`config.mk`:
```
export PLATFORM = sky130hd
export DESIGN_NAME = alu_issue_flat
export DESIGN_NICKNAME = d
export VERILOG_FILES = /design/src/rtl/alu_pkg.sv /design/src/rtl/alu_issue_if.sv /design/src/rtl/alu_decoder.sv /design/src/rtl/alu_issue.sv /design/src/flat_wrapper.sv
export SDC_FILE = /design/constraint.sdc
export NUM_CORES = 1
export LEC_CHECK = 0
export ABC_AREA = 0
export BUFFER_PORTS_ARGS = -buffer_cell sky130_fd_sc_hd__buf_2
export CELL_PAD_IN_SITES_DETAIL_PLACEMENT = 0
export CELL_PAD_IN_SITES_GLOBAL_PLACEMENT = 1
export CORE_UTILIZATION = 37
export CTS_BUF_LIST = sky130_fd_sc_hd__clkbuf_4 sky130_fd_sc_hd__clkbuf_8 sky130_fd_sc_hd__clkbuf_16
export CTS_CLUSTER_SIZE = 14
export DETAILED_ROUTE_END_ITERATION = 7
export PLACE_DENSITY_LB_ADDON = 0.1
export SYNTH_ARGS = -nofsm -noshare
export SYNTH_HDL_FRONTEND = slang
export SYNTH_HIERARCHICAL = 1
export SYNTH_SLANG_ARGS = --single-unit
```
`constraint.sdc`:
```
create_clock -name clk -period 6.18 [get_ports clk]
set_clock_uncertainty 0.1 [all_clocks]
set_input_delay 1.545 -clock clk [delete_from_list [all_inputs] [get_ports clk]]
set_output_delay 1.545 -clock clk [all_outputs]
set_load 0.05 [all_outputs]
```
`src/rtl/alu_pkg.sv`:
```
// Shared ALU control codes, RISC-V opcodes, immediate kinds and the
// decode/slot record types used by the issue stage.
package alu_pkg;
  localparam logic [4:0] ALU_ADD  = 5'h00;
  localparam logic [4:0] ALU_SUB  = 5'h01;
  localparam logic [4:0] ALU_SLL  = 5'h02;
  localparam logic [4:0] ALU_SLT  = 5'h03;
  localparam logic [4:0] ALU_SLTU = 5'h04;
  localparam logic [4:0] ALU_XOR  = 5'h05;
  localparam logic [4:0] ALU_SRL  = 5'h06;
  localparam logic [4:0] ALU_SRA  = 5'h07;
  localparam logic [4:0] ALU_OR   = 5'h08;
  localparam logic [4:0] ALU_AND  = 5'h09;
  localparam logic [4:0] ALU_JALR = 5'h0A;
  localparam logic [4:0] ALU_BEQ  = 5'h0B;
  localparam logic [4:0] ALU_BNE  = 5'h0C;
  localparam logic [4:0] ALU_BLT  = 5'h0D;
  localparam logic [4:0] ALU_BGE  = 5'h0E;
  localparam logic [4:0] ALU_BLTU = 5'h0F;
  localparam logic [4:0] ALU_BGEU = 5'h10;
  localparam logic [4:0] ALU_IMM  = 5'h11;

  localparam logic [6:0] OPC_OP     = 7'b0110011;
  localparam logic [6:0] OPC_OPIMM  = 7'b0010011;
  localparam logic [6:0] OPC_LOAD   = 7'b0000011;
  localparam logic [6:0] OPC_STORE  = 7'b0100011;
  localparam logic [6:0] OPC_LUI    = 7'b0110111;
  localparam logic [6:0] OPC_AUIPC  = 7'b0010111;
  localparam logic [6:0] OPC_JAL    = 7'b1101111;
  localparam logic [6:0] OPC_JALR   = 7'b1100111;
  localparam logic [6:0] OPC_BRANCH = 7'b1100011;

  typedef enum logic [2:0] {IMM_I, IMM_S, IMM_B, IMM_U, IMM_J} imm_t;

  typedef struct packed {
    logic [4:0]  ctrl;
    logic [31:0] op1, op2, imm, pc;
    logic [4:0]  rd, rs1, rs2;
    logic        reg_we, is_load, is_store, is_branch, is_jump, illegal;
  } ex_t;

  typedef struct packed {
    ex_t  ex;
    logic uses_rs1, uses_rs2;
  } dec_t;

  // alt only distinguishes SUB/ADD and SRA/SRL
  function automatic logic [4:0] alu_f3(input logic [2:0] f3, input logic alt);
    case (f3)
      3'b000:  return alt ? ALU_SUB : ALU_ADD;
      3'b001:  return ALU_SLL;
      3'b010:  return ALU_SLT;
      3'b011:  return ALU_SLTU;
      3'b100:  return ALU_XOR;
      3'b101:  return alt ? ALU_SRA : ALU_SRL;
      3'b110:  return ALU_OR;
      default: return ALU_AND;
    endcase
  endfunction
endpackage

```
`src/rtl/alu_issue_if.sv`:
```
// Fetch-side, regfile and ID/EX slot signals of the ALU issue stage.
interface alu_issue_if;
  logic        if_valid, id_ready;
  logic [31:0] if_inst, if_pc;
  logic [4:0]  rs1_addr, rs2_addr;
  logic [31:0] rs1_rdata, rs2_rdata;
  logic        flush, ex_ready, ex_valid;
  logic [4:0]  ex_alu_ctrl;
  logic [31:0] ex_op1, ex_op2, ex_imm, ex_pc;
  logic [4:0]  ex_rd, ex_rs1, ex_rs2;
  logic        ex_reg_we, ex_is_load, ex_is_store, ex_is_branch, ex_is_jump, ex_illegal;

  modport slave (
    input  if_valid, if_inst, if_pc, rs1_rdata, rs2_rdata, flush, ex_ready,
    output id_ready, rs1_addr, rs2_addr, ex_valid, ex_alu_ctrl, ex_op1, ex_op2,
           ex_imm, ex_pc, ex_rd, ex_rs1, ex_rs2, ex_reg_we, ex_is_load,
           ex_is_store, ex_is_branch, ex_is_jump, ex_illegal
  );
  modport master (
    output if_valid, if_inst, if_pc, rs1_rdata, rs2_rdata, flush, ex_ready,
    input  id_ready, rs1_addr, rs2_addr, ex_valid, ex_alu_ctrl, ex_op1, ex_op2,
           ex_imm, ex_pc, ex_rd, ex_rs1, ex_rs2, ex_reg_we, ex_is_load,
           ex_is_store, ex_is_branch, ex_is_jump, ex_illegal
  );
endinterface

```
`src/rtl/alu_decoder.sv`:
```
// Combinational decode of one instruction into ALU code, operands,
// immediate and side-band flags.
module alu_decoder
  import alu_pkg::*;
(
  input  logic [31:0] inst,
  input  logic [31:0] pc,
  input  logic [31:0] rs1_rdata,
  input  logic [31:0] rs2_rdata,
  output dec_t        dec
);
  logic [6:0]  opc;
  logic [2:0]  f3;
  logic [31:0] immi, imms, immb, immu, immj, shamt;
  imm_t        isel;

  assign opc   = inst[6:0];
  assign f3    = inst[14:12];
  assign immi  = {{20{inst[31]}}, inst[31:20]};
  assign imms  = {{20{inst[31]}}, inst[31:25], inst[11:7]};
  assign immb  = {{19{inst[31]}}, inst[31], inst[7], inst[30:25], inst[11:8], 1'b0};
  assign immu  = {inst[31:12], 12'b0};
  assign immj  = {{11{inst[31]}}, inst[31], inst[19:12], inst[20], inst[30:21], 1'b0};
  assign shamt = {27'b0, inst[24:20]};

  always_comb begin
    dec        = '0;
    isel       = IMM_I;
    dec.ex.ctrl = ALU_ADD;
    dec.ex.pc  = pc;
    dec.ex.rd  = inst[11:7];
    dec.ex.rs1 = inst[19:15];
    dec.ex.rs2 = inst[24:20];
    case (opc)
      OPC_OP: begin
        dec.ex.ctrl = alu_f3(f3, inst[30]);
        dec.ex.op1 = rs1_rdata; dec.ex.op2 = rs2_rdata; dec.ex.reg_we = 1'b1;
        dec.uses_rs1 = 1'b1; dec.uses_rs2 = 1'b1;
      end
      OPC_OPIMM: begin
        // immediate bit 10 is only an opcode modifier for right shifts
        dec.ex.ctrl = alu_f3(f3, inst[30] & (f3 == 3'b101));
        dec.ex.op1 = rs1_rdata;
        dec.ex.op2 = (f3 == 3'b001 || f3 == 3'b101) ? shamt : immi;
        dec.ex.reg_we = 1'b1; dec.uses_rs1 = 1'b1;
      end
      OPC_LOAD: begin
        dec.ex.op1 = rs1_rdata; dec.ex.op2 = immi;
        dec.ex.reg_we = 1'b1; dec.ex.is_load = 1'b1; dec.uses_rs1 = 1'b1;
      end
      OPC_STORE: begin
        isel = IMM_S;
        dec.ex.op1 = rs1_rdata; dec.ex.op2 = imms; dec.ex.is_store = 1'b1;
        dec.uses_rs1 = 1'b1; dec.uses_rs2 = 1'b1;
      end
      OPC_LUI: begin
        isel = IMM_U;
        dec.ex.ctrl = ALU_IMM; dec.ex.op2 = immu; dec.ex.reg_we = 1'b1;
      end
      OPC_AUIPC: begin
        isel = IMM_U;
        dec.ex.op1 = pc; dec.ex.op2 = immu; dec.ex.reg_we = 1'b1;
      end
      OPC_JAL: begin
        isel = IMM_J;
        dec.ex.op1 = pc; dec.ex.op2 = immj;
        dec.ex.reg_we = 1'b1; dec.ex.is_jump = 1'b1;
      end
      OPC_JALR: begin
        dec.ex.ctrl = ALU_JALR;
        dec.ex.op1 = rs1_rdata; dec.ex.op2 = immi;
        dec.ex.reg_we = 1'b1; dec.ex.is_jump = 1'b1; dec.uses_rs1 = 1'b1;
      end
      OPC_BRANCH: begin
        isel = IMM_B;
        dec.ex.op1 = rs1_rdata; dec.ex.op2 = rs2_rdata;
        dec.uses_rs1 = 1'b1; dec.uses_rs2 = 1'b1;
        dec.ex.is_branch = 1'b1;
        case (f3)
          3'b000:  dec.ex.ctrl = ALU_BEQ;
          3'b001:  dec.ex.ctrl = ALU_BNE;
          3'b100:  dec.ex.ctrl = ALU_BLT;
          3'b101:  dec.ex.ctrl = ALU_BGE;
          3'b110:  dec.ex.ctrl = ALU_BLTU;
          3'b111:  dec.ex.ctrl = ALU_BGEU;
          default: begin dec.ex.illegal = 1'b1; dec.ex.is_branch = 1'b0; end
        endcase
      end
      default: dec.ex.illegal = 1'b1;
    endcase
    case (isel)
      IMM_S:   dec.ex.imm = imms;
      IMM_B:   dec.ex.imm = immb;
      IMM_U:   dec.ex.imm = immu;
      IMM_J:   dec.ex.imm = immj;
      default: dec.ex.imm = immi;
    endcase
    if (dec.ex.rd == 5'd0) dec.ex.reg_we = 1'b0;
  end
endmodule

```
`src/rtl/alu_issue.sv`:
```
// ID/EX issue slot: decodes the fetched instruction, stalls one cycle on a
// load-use hazard and drops the slot on a resolved branch/jump flush.
module alu_issue
  import alu_pkg::*;
(
  input  logic        clk,
  input  logic        rst,
  alu_issue_if.slave  bus
);
  dec_t dec;
  ex_t  slot;
  logic vld, adv, hazard;

  assign bus.rs1_addr = bus.if_inst[19:15];
  assign bus.rs2_addr = bus.if_inst[24:20];

  alu_decoder u_dec (
    .inst      (bus.if_inst),
    .pc        (bus.if_pc),
    .rs1_rdata (bus.rs1_rdata),
    .rs2_rdata (bus.rs2_rdata),
    .dec       (dec)
  );

  assign adv    = !vld | bus.ex_ready;
  assign hazard = vld & slot.is_load & (slot.rd != 5'd0) &
                  ((dec.uses_rs1 & (slot.rd == dec.ex.rs1)) |
                   (dec.uses_rs2 & (slot.rd == dec.ex.rs2)));
  assign bus.id_ready = bus.flush | (adv & !hazard);

  // Empty slot is zeroed so flags read 0 whenever ex_valid is low
  always_ff @(posedge clk or posedge rst) begin
    if (rst) begin
      vld  <= 1'b0;
      slot <= '0;
    end else if (bus.flush || (adv && hazard)) begin
      vld  <= 1'b0;
      slot <= '0;
    end else if (adv) begin
      vld  <= bus.if_valid;
      slot <= bus.if_valid ? dec.ex : '0;
    end
  end

  assign bus.ex_valid     = vld;
  assign bus.ex_alu_ctrl  = slot.ctrl;
  assign bus.ex_op1       = slot.op1;
  assign bus.ex_op2       = slot.op2;
  assign bus.ex_imm       = slot.imm;
  assign bus.ex_pc        = slot.pc;
  assign bus.ex_rd        = slot.rd;
  assign bus.ex_rs1       = slot.rs1;
  assign bus.ex_rs2       = slot.rs2;
  assign bus.ex_reg_we    = slot.reg_we;
  assign bus.ex_is_load   = slot.is_load;
  assign bus.ex_is_store  = slot.is_store;
  assign bus.ex_is_branch = slot.is_branch;
  assign bus.ex_is_jump   = slot.is_jump;
  assign bus.ex_illegal   = slot.illegal;
endmodule

```
`src/flat_wrapper.sv`:
```
// flat-port wrapper written by rule: the top's interface ports become plain ports
module alu_issue_flat import alu_pkg::*;
  (clk, rst, bus_if_valid, bus_if_inst, bus_if_pc, bus_rs1_rdata, bus_rs2_rdata, bus_flush, bus_ex_ready, bus_id_ready, bus_rs1_addr, bus_rs2_addr, bus_ex_valid, bus_ex_alu_ctrl, bus_ex_op1, bus_ex_op2, bus_ex_imm, bus_ex_pc, bus_ex_rd, bus_ex_rs1, bus_ex_rs2, bus_ex_reg_we, bus_ex_is_load, bus_ex_is_store, bus_ex_is_branch, bus_ex_is_jump, bus_ex_illegal);
  alu_issue_if bus_i ();
  input  logic clk;
  input  logic rst;
  input wire logic [$bits(bus_i.if_valid)-1:0] bus_if_valid;
  input wire logic [$bits(bus_i.if_inst)-1:0] bus_if_inst;
  input wire logic [$bits(bus_i.if_pc)-1:0] bus_if_pc;
  input wire logic [$bits(bus_i.rs1_rdata)-1:0] bus_rs1_rdata;
  input wire logic [$bits(bus_i.rs2_rdata)-1:0] bus_rs2_rdata;
  input wire logic [$bits(bus_i.flush)-1:0] bus_flush;
  input wire logic [$bits(bus_i.ex_ready)-1:0] bus_ex_ready;
  output wire logic [$bits(bus_i.id_ready)-1:0] bus_id_ready;
  output wire logic [$bits(bus_i.rs1_addr)-1:0] bus_rs1_addr;
  output wire logic [$bits(bus_i.rs2_addr)-1:0] bus_rs2_addr;
  output wire logic [$bits(bus_i.ex_valid)-1:0] bus_ex_valid;
  output wire logic [$bits(bus_i.ex_alu_ctrl)-1:0] bus_ex_alu_ctrl;
  output wire logic [$bits(bus_i.ex_op1)-1:0] bus_ex_op1;
  output wire logic [$bits(bus_i.ex_op2)-1:0] bus_ex_op2;
  output wire logic [$bits(bus_i.ex_imm)-1:0] bus_ex_imm;
  output wire logic [$bits(bus_i.ex_pc)-1:0] bus_ex_pc;
  output wire logic [$bits(bus_i.ex_rd)-1:0] bus_ex_rd;
  output wire logic [$bits(bus_i.ex_rs1)-1:0] bus_ex_rs1;
  output wire logic [$bits(bus_i.ex_rs2)-1:0] bus_ex_rs2;
  output wire logic [$bits(bus_i.ex_reg_we)-1:0] bus_ex_reg_we;
  output wire logic [$bits(bus_i.ex_is_load)-1:0] bus_ex_is_load;
  output wire logic [$bits(bus_i.ex_is_store)-1:0] bus_ex_is_store;
  output wire logic [$bits(bus_i.ex_is_branch)-1:0] bus_ex_is_branch;
  output wire logic [$bits(bus_i.ex_is_jump)-1:0] bus_ex_is_jump;
  output wire logic [$bits(bus_i.ex_illegal)-1:0] bus_ex_illegal;
  assign bus_i.if_valid = bus_if_valid;
  assign bus_i.if_inst = bus_if_inst;
  assign bus_i.if_pc = bus_if_pc;
  assign bus_i.rs1_rdata = bus_rs1_rdata;
  assign bus_i.rs2_rdata = bus_rs2_rdata;
  assign bus_i.flush = bus_flush;
  assign bus_i.ex_ready = bus_ex_ready;
  assign bus_id_ready = bus_i.id_ready;
  assign bus_rs1_addr = bus_i.rs1_addr;
  assign bus_rs2_addr = bus_i.rs2_addr;
  assign bus_ex_valid = bus_i.ex_valid;
  assign bus_ex_alu_ctrl = bus_i.ex_alu_ctrl;
  assign bus_ex_op1 = bus_i.ex_op1;
  assign bus_ex_op2 = bus_i.ex_op2;
  assign bus_ex_imm = bus_i.ex_imm;
  assign bus_ex_pc = bus_i.ex_pc;
  assign bus_ex_rd = bus_i.ex_rd;
  assign bus_ex_rs1 = bus_i.ex_rs1;
  assign bus_ex_rs2 = bus_i.ex_rs2;
  assign bus_ex_reg_we = bus_i.ex_reg_we;
  assign bus_ex_is_load = bus_i.ex_is_load;
  assign bus_ex_is_store = bus_i.ex_is_store;
  assign bus_ex_is_branch = bus_i.ex_is_branch;
  assign bus_ex_is_jump = bus_i.ex_is_jump;
  assign bus_ex_illegal = bus_i.ex_illegal;
  alu_issue u_core (.clk(clk), .rst(rst), .bus(bus_i));
endmodule
```
==> run_results.csv <==
group,metric,value,unit
run_status,outcome,"completed",
cells_and_area,finalNetCount,1197,
logic_synthesis,synth_nets,995,
routing,antenna_left,0,
sta,slew_headroom,33.7,%
floorplanning,die_w,149,um
routing,wirelength,27.0,mm
logic_synthesis,yosys_register_bits,155,
setup_path,path_max_fanout,15,
floorplanning,num_rows,53,
sta,rsz0062_at_grt,"no",
sta,tightest_slew,0.990,ns
sta,max_freq,191,MHz
cells_and_area,syn2layout_area_growth,21.4,%
setup_path,startpoint_type,"input pin",
logic_synthesis,synthArstFlopShare,100,%
grt,overflow,0,
routing,dr.pass1.iters,5,
power_and_ir_drop,total_power,2.47,mW
floorplanning,start_util,38.0,%
sta,hold_slack,0.397,ns
cells_and_area,drive_above_1_share,33.5,%
logic_synthesis,ys_types,55,
cts,cts_hold_buf,0,
setup_path,critical-path-max-stage-delay,0.47,ns
sta,finalMaxSlewViolations,0,
logic_synthesis,syn_avg_cell_area,9.32,um^2
setup_path,cp_cell_sequence,"buf_2 > or2_1 > nor4_2 > buf_4 > or2_1 > and2_0 > a32oi_1 > nor4b_1 > nor2_1 > buf_2",
cts,cts_resized,0,
cts,cts_setup_buffers,0,
routing,routedWlPerCell,19.9,um
sta,timing.final.crit_period,5.23,ns
logic_synthesis,synth-edff-count,0,
flow_run,cap_viol_max_count,0,
min_path,hold_path.class,"reg2reg",
sta,fin_tns_setup,0,ns
grt,grt_first_pass_wirelength,40.6,mm
cells_and_area,layout.cells.non_filler,1355,
routing,via_count,7228,
setup_path,cp_data_arrival_time,3.59,ns
placed_design,gp_congestion,0.827,
floorplanning,dieArea,0.0223,mm^2
grt,grt_max_degree,93,
cts,numCtsBuffers,17,
sta,hold_viol,0,
sta,fin_crit_sh,84.7,%
cts,h-tree-depth,4,
setup_path,critical_path_class,"in2out",
cells_and_area,fin_area,0.00975,mm^2
grt,grt_usage,24.1,%
power_and_ir_drop,vdd_drop_max,0.000154,V
placed_design,dpl-instance-area,0.00919,mm^2
grt,grt_pass1_vias,6822,
grt,antenna_found_initial,5,
setup_path,critPathRequiredTime,4.53,ns
cells_and_area,fin_util,46.1,%
placed_design,dp_hpwl,18.6,mm
setup_path,crit_path_end_kind,"output pin",
logic_synthesis,ys.flop_type,"dfrtp_1",
logic_synthesis,netlist_instances,862,
placed_design,placed_cells,1320,
floorplanning,io_pins,299,
power_and_ir_drop,power_leakage,5.00,nW
placed_design,port_buffers,298,
cts,clock_sinks,155,
cts,clock_path_buffers,2,
cts,path_clk_slew,0.06,ns
placed_design,place_ws,0.953,ns
floorplanning,coreArea,0.0212,mm^2
logic_synthesis,seq_area_frac_synth,48.3,%
routing,via_per_inst,5.33,
logic_synthesis,syn_area,0.00804,mm^2
logic_synthesis,ys_warn_count,6,
cts,cts_tree,"done",
sta,setup_slack,0.948,ns
sta,setup_viol,0,
cts,clkLatencyLatePin,0.42,ns
routing,drt-initial-drc-count,411,
power_and_ir_drop,p_per_area,253,mW/mm^2
setup_path,crit_path_top_delay_cell,"a32oi_1",
cts,cts-root-buf,"clkbuf_16",
routing,drc_errors,0,
floorplanning,dieHeight,149,um
==> area by class of cell <==
type                    instances  area [um^2]
diodes                          3         7.51
clock buffers                  19          453
clock inverters                13          106
fillers                      2147        11400
inverters                       8         35.0
multi-input cells             572         3320
flip-flops and latches        155         3880
well taps                     275          344
repair buffers                310         1610
==> cell families after synthesis <==
family,Yosys count,synth area share [%]
mux,1,0.125
compound gates,257,23.2
flops,155,48.3
buf+inv,135,10.7
simple gates,302,16.3
xor+xnor,12,1.31
==> layer usage <==
| metal | GRT usage, % | wire [um] | vias to the layer above |
|---|---|---|---|
| li1 | - | - | 3370 |
| met1 | 32.2 | 11700 | 3522 |
| met2 | 37.5 | 12600 | 302 |
| met3 | 7.46 | 2250 | 30 |
| met4 | 6.58 | 444 | 4 |
| met5 | 0 | 22 | - |
==> where the power goes <==
part	total [mW]	internal [mW]	switching [mW]
Combinational	0.395	0.104	0.291
Clock	1.01	0.544	0.461
Sequential	1.07	1.04	0.0203
Total	2.47	1.69	0.772
==> sequential cells by signal (all words and copies together), names as in the netlist <==
name,cells
u_core/bus.ex_is_store,1
u_core/bus.ex_reg_we,1
u_core/bus.ex_rs2,5
u_core/bus.ex_alu_ctrl,5
u_core/bus.ex_op2,32
u_core/bus.ex_illegal,1
u_core/bus.ex_is_load,1
u_core/bus.ex_op1,32
u_core/bus.ex_imm,32
u_core/bus.ex_valid,1
u_core/bus.ex_is_jump,1
u_core/bus.ex_rd,5
u_core/bus.ex_is_branch,1
u_core/bus.ex_rs1,5
u_core/bus.ex_pc,32
==> worst max-delay path, delay by kind of cell <==
kind,cells,cell delay (ns)
simple gates,6,0.85
buf+inv,3,0.71
compound gates,1,0.47
==> Yosys cell counts, types with 9 or more instances <==
| library cell | n | area, um^2 |
|---|---|---|
| nand2_1 | 236 | 886 |
| dfrtp_1 | 155 | 3880 |
| a22o_1 | 109 | 955 |
| a21oi_1 | 87 | 435 |
| buf_4 | 60 | 450 |
| clkbuf_1 | 34 | 128 |
| buf_2 | 19 | 95.1 |
| nor2_1 | 16 | 60.1 |
| buf_6 | 14 | 158 |
| o211ai_1 | 13 | 97.6 |
| nor2b_1 | 12 | 75.1 |
| a221o_1 | 11 | 110 |
| o21ai_1 | 10 | 50.1 |
| xor2_1 | 9 | 78.8 |
==> cell usage in the layout (no fill, tap or decap), types with 4 or more instances in the layout <==
cell	n
o21ai_1	9
clkbuf_16	17
nor2b_1	12
a22o_1	109
nand3_1	5
o21ai_0	8
inv_1	7
o211ai_1	13
dfrtp_1	155
buf_4	10
a222oi_1	4
buf_2	298
clkinvlp_4	5
inv_6	6
a21oi_1	87
xor2_1	9
nand2_1	236
nor2_1	15
a221o_1	11
==> path summary, 6_finish.rpt <==
kind	startpoint	end	slack, ns	cells past startpoint
setup / recovery	bus_if_inst[6]	bus_id_ready	0.95	10
hold / removal	u_core/bus.ex_alu_ctrl[3]$_DFFE_PP0P_	u_core/bus.ex_alu_ctrl[3]$_DFFE_PP0P_	0.40	1
setup reg to reg	u_core/bus.ex_rd[2]$_DFFE_PP0P_	u_core/bus.ex_op2[8]$_DFFE_PP0P_	3.33	6
hold reg to reg	u_core/bus.ex_alu_ctrl[3]$_DFFE_PP0P_	u_core/bus.ex_alu_ctrl[3]$_DFFE_PP0P_	0.40	1
max in group asynchronous	rst	u_core/bus.ex_rs1[3]$_DFFE_PP0P_	3.66	3
min in group asynchronous	rst	u_core/bus.ex_op2[20]$_DFFE_PP0P_	1.21	2
Note: power is estimated with default switching activity, not from simulation.
